### src/rtl/uart_tx_fifo.sv
// rtl/uart_tx_fifo.sv - 8N1 UART transmitter; define UART_TX_FIFO_EN for a FIFO_DEPTH byte buffer
module uart_tx_fifo #(
   parameter int CLOCK_DIVIDER = 417,
   parameter int FIFO_DEPTH    = 4
) (
   input  logic       clk,
   input  logic       nrst,
   input  logic [7:0] data,
   input  logic       valid,
   output logic       ready,
   output logic       tx,
   output logic       busy
);
   typedef enum logic [1:0] {S_IDLE, S_START, S_DATA, S_STOP} state_t;

   localparam logic [15:0] DIV_LAST = 16'(CLOCK_DIVIDER - 1);

   generate
      if (CLOCK_DIVIDER < 2 || CLOCK_DIVIDER > 65535 || FIFO_DEPTH < 2 || FIFO_DEPTH > 16 ||
          (FIFO_DEPTH & (FIFO_DEPTH - 1)) != 0) begin : g_bad_params
         $error("uart_tx_fifo: illegal CLOCK_DIVIDER or FIFO_DEPTH");
      end
   endgenerate

   state_t      state_q, state_d;
   logic [15:0] baud_q, baud_d;
   logic [2:0]  bit_q, bit_d;
   logic [7:0]  shift_q, shift_d;
   logic        tx_q, tx_d;
   logic        run_q;
   logic        baud_tc;
   logic        src_valid;
   logic [7:0]  src_data;
   logic        stored;
   logic        load;

`ifdef UART_TX_FIFO_EN
   localparam int AW = $clog2(FIFO_DEPTH);

   logic [7:0]    mem_q [FIFO_DEPTH];
   logic [AW-1:0] wr_q, rd_q;
   logic [AW:0]   cnt_q;
   logic          full;
   logic          push;

   // ready stays low on a full FIFO even when this cycle pops, keeping valid->ready registered
   assign full      = (cnt_q == (AW + 1)'(FIFO_DEPTH));
   assign ready     = run_q && !full;
   assign push      = valid && ready;
   assign src_valid = (cnt_q != '0);
   assign src_data  = mem_q[rd_q];
   assign stored    = src_valid;

   always_ff @(posedge clk) begin
      if (push) mem_q[wr_q] <= data;
   end

   always_ff @(posedge clk or negedge nrst) begin
      if (!nrst) begin
         wr_q  <= '0;
         rd_q  <= '0;
         cnt_q <= '0;
      end else begin
         if (push) wr_q <= wr_q + 1'b1;
         if (load) rd_q <= rd_q + 1'b1;
         if (push && !load)      cnt_q <= cnt_q + 1'b1;
         else if (load && !push) cnt_q <= cnt_q - 1'b1;
      end
   end
`else
   assign ready     = run_q && (state_q == S_IDLE);
   assign src_valid = valid && ready;
   assign src_data  = data;
   assign stored    = 1'b0;
`endif

   assign baud_tc = (baud_q == DIV_LAST);
   assign load    = src_valid && ((state_q == S_IDLE) || (state_q == S_STOP && baud_tc));
   assign tx      = tx_q;
   assign busy    = (state_q != S_IDLE) || stored;

   always_comb begin
      state_d = state_q;
      baud_d  = baud_tc ? 16'd0 : baud_q + 16'd1;
      bit_d   = bit_q;
      shift_d = shift_q;
      tx_d    = tx_q;
      case (state_q)
         S_IDLE: begin
            baud_d = 16'd0;
            tx_d   = 1'b1;
         end
         S_START: begin
            if (baud_tc) begin
               state_d = S_DATA;
               bit_d   = 3'd0;
               tx_d    = shift_q[0];
               shift_d = {1'b0, shift_q[7:1]};
            end
         end
         S_DATA: begin
            if (baud_tc) begin
               if (bit_q == 3'd7) begin
                  state_d = S_STOP;
                  tx_d    = 1'b1;
               end else begin
                  bit_d   = bit_q + 3'd1;
                  tx_d    = shift_q[0];
                  shift_d = {1'b0, shift_q[7:1]};
               end
            end
         end
         S_STOP: begin
            if (baud_tc) begin
               state_d = S_IDLE;
               tx_d    = 1'b1;
            end
         end
         default: begin
            state_d = S_IDLE;
            tx_d    = 1'b1;
         end
      endcase
      // A load at the end of STOP chains straight into the next START bit
      if (load) begin
         state_d = S_START;
         baud_d  = 16'd0;
         bit_d   = 3'd0;
         shift_d = src_data;
         tx_d    = 1'b0;
      end
   end

   always_ff @(posedge clk or negedge nrst) begin
      if (!nrst) begin
         state_q <= S_IDLE;
         baud_q  <= '0;
         bit_q   <= '0;
         shift_q <= '0;
         tx_q    <= 1'b1;
         run_q   <= 1'b0;
      end else begin
         state_q <= state_d;
         baud_q  <= baud_d;
         bit_q   <= bit_d;
         shift_q <= shift_d;
         tx_q    <= tx_d;
         run_q   <= 1'b1;
      end
   end
endmodule

### config.mk
export PLATFORM = sky130hd
export DESIGN_NAME = uart_tx_fifo
export DESIGN_NICKNAME = d
export VERILOG_FILES = /design/src/rtl/uart_tx_fifo.sv
export SDC_FILE = /design/constraint.sdc
export NUM_CORES = 1
export LEC_CHECK = 0
export BUFFER_PORTS_ARGS = -buffer_cell sky130_fd_sc_hd__buf_2
export CORE_ASPECT_RATIO = 0.7
export CORE_MARGIN = 8
export CORE_UTILIZATION = 60
export DETAILED_ROUTE_END_ITERATION = 8
export PLACE_DENSITY_LB_ADDON = 0.1
export SLEW_MARGIN = 10
export SYNTH_ARGS = -nofsm -noshare
export SYNTH_HDL_FRONTEND = slang
export SYNTH_SLANG_ARGS = --single-unit
### constraint.sdc
create_clock -name clk -period 4.7 [get_ports clk]
set_input_delay 0.94 -clock clk [delete_from_list [all_inputs] [get_ports clk]]
set_output_delay 0.94 -clock clk [all_outputs]
set_load 0.005 [all_outputs]
==> out/results.txt <==
Outcome - finished, final reports clean
Slew Limit Fails - 0
GRT Util Overall - 16.32%
Floorplan die width - 79.47 µm
Synthesized Nets - 199
Rows - 16
Critical Path RT - 3.76 ns
Fin crit share - 47.27%
Layout area overhead - 11.98%
CTS Buf Count - 5
First-pass DRT Iterations - 4
Commonest cells in the synthesized netlist - 30 x dfrtp_1, 21 x nor2_1, 16 x o21ai_0
# Post-CTS Setup Buffers - 0
Worst-path fanout max - 4
Logic pwr share - 1.6%
Grt ovf - 0
Leakage Power - 0.7652 nW
Synth Instances - 180
Net Sw Frac - 19.68%
Flop pwr share - 48.7%
Worst-Skew Late Latency - 0.29 ns
Asr flop ratio synth - 100.0%
Largest net degree at the start of global routing - 32
HP Class - reg2reg
DRC errors left - 0
Layout cell share with drive strength beyond 1 - 15.90%
N_diodes - 0
Clk sinks - 31
Via density - 5.857
Sw power - 0.1082 mW
Core footprint - 2743 µm²
Post-CTS sizing - 0
Kind of critical path - reg2out
IO Pins - 14
Drt initial violations - 73
Slew @ Worst Pin - 0.6845 ns
First-pass GRT wire length - 6147 µm
Area of the multi-input gates - 855.8 µm²
Register area - 777.0 µm²
GPL Wtd Cong - 0.9069
Drt wl/cell - 15.34 µm
Setup TNS - 0 ns
CTS tree - yes
Clk slew on worst S/H paths - 0.06 ns
Dpl cell area - 1777 µm²
Max IR drop VDD - 0.2081 mV
Final instance area - 1894 µm²
Synth top area cells - dfrtp_1 44%, ha_1 5.9%, o21ai_0 4.7%
Final worst slack - 2.478 ns
Int Power - 0.4415 mW
Post-synth top area cell - dfrtp_1
Effective utilization at floorplan - 61.68%
Final ANT Viol Nets - 0
Die ar. - 4802 µm²
Hold Slack - 0.5406 ns
Hold Vio Cnt, Final - 0
YS warnings - 0
Count leader, synth - dfrtp_1
Finish-stage setup viols - 0
Avg Cell Area, Syn - 9.398 µm²
Nets - 213
Share of the yosys chip area belonging to registers - 45.93%
DRT Wirelength - 3543 µm
Fmax - 0.4501 GHz
HPWL after detailed placement - 2379 µm
Commonest register cell after synthesis - dfrtp_1
Final Power - 0.5497 mW
IO Port Bufs - 13
Number of max-cap violations - 0
Die Height - 60.43 µm
Post-Layout Cell Count - 231
Synth top area share - 44.38%
Filler cells - 195
Post-Place Cells - 223
Crit path launch type - flip-flop
Post-synth EDFFs - 0
Crit. End Element - output port
Final Core Density - 69.07%
Post-synthesis cell type count - 43
Slew margin rel. - 54.36%
# hold bufs at CTS - 0
Pwr dens - 290.2 nW/µm²
Final min period - 2.222 ns
Synthesized area - 1692 µm²
Setup WS pre-CTS - 2.402 ns
Vias in the first global route - 1375
Crit path arrival time - 1.28 ns
Unrepaired setup endpoints after global routing - no
Clock share of power - 49.7%
Initial antenna violation count - 0
Worst Skew - 0.009373 ns
Flops & latches, synth - 31
CTS root buf - clkbuf_8
H-tree Lvls - 2
Clock tree buffer depth - 2
DR vias - 1353
cells by family (layout without fill, tap and decap cells):
logic type               after synthesis  in the layout  share of synthesized area (%)
AO/OA/AOI/OAI                         45             45                          14.79
XOR/XNOR                              11             11                          5.696
adder cells (fa/ha/maj)                8              8                          5.917
buffers and inverters                 15             30                          3.476
flip-flops                            31             31                          45.93
multiplexers                           1              1                         0.6656
other                                  1              1                         0.2217
AND/OR/NAND/NOR                       68             68                          23.30
sequential cells by signal, summed over array words and instances (netlist names):
name and cells:
state_q 2, baud_q 16, bit_q 3, shift_q 8, run_q 1, tx 1
path summary, 6_finish.rpt:
| path | from | to | slack [ns] | cells past startpoint |
|---|---|---|---|---|
| worst min register to register | baud_q[0] | baud_q[0] | 0.54 | 1 |
| worst min-delay path | baud_q[0] | baud_q[0] | 0.54 | 1 |
| worst max-delay path | state_q[0] | ready | 2.48 | 4 |
| max in group asynchronous | nrst | baud_q[9] | 3.57 | 1 |
| worst max register to register | baud_q[2] | baud_q[9] | 2.60 | 4 |
| min in group asynchronous | nrst | state_q[0] | 0.69 | 1 |
worst max-delay path: stages, from the launching register on:
cell,delay (ns)
dfrtp_1,0.41
inv_1,0.08
ha_1,0.24
and2_1,0.15
buf_2,0.12
layout by cell type, fill, tap and decap left out, types with 7 or more instances in the layout:
| cell type | count |
|---|---|
| dfrtp_1 | 30 |
| buf_2 | 13 |
| nor2_1 | 21 |
| nor3_1 | 7 |
| xnor2_1 | 8 |
| o21ai_0 | 16 |
| ha_1 | 8 |
| inv_1 | 9 |
| a31oi_1 | 7 |
| a21oi_1 | 15 |
| nand3_1 | 10 |
routing by layer:
metal | vias up | share of wire (%) | global-route usage (%)
li1 | 670 | - | -
met1 | 648 | 50 | 20.69
met2 | 29 | 44 | 25.46
met3 | 6 | 4.9 | 5.178
met4 | 0 | 1.4 | 6.299
met5 | - | 0 | 0
power groups by stage:
stage | registers (mW) | logic (mW) | clock network [mW]
finish | 0.268 | 0.00900 | 0.273
CTS | 0.267 | 0.00942 | 0.276
global placement | 0.272 | 0.00922 | 0
global route | 0.267 | 0.0106 | 0.283
floorplan | 0.272 | 0.000127 | 0
detailed placement | 0.272 | 0.00944 | 0
cell type report:
type | count | area share, %
multi-input cells | 134 | 45.18
flip-flops and latches | 31 | 41.02
clock buffers | 6 | 4.359
repair buffers | 13 | 3.435
well taps | 36 | 2.378
clock inverters | 2 | 1.849
inverters | 9 | 1.783
No activity file was read; power rests on OpenSTA's default activity.
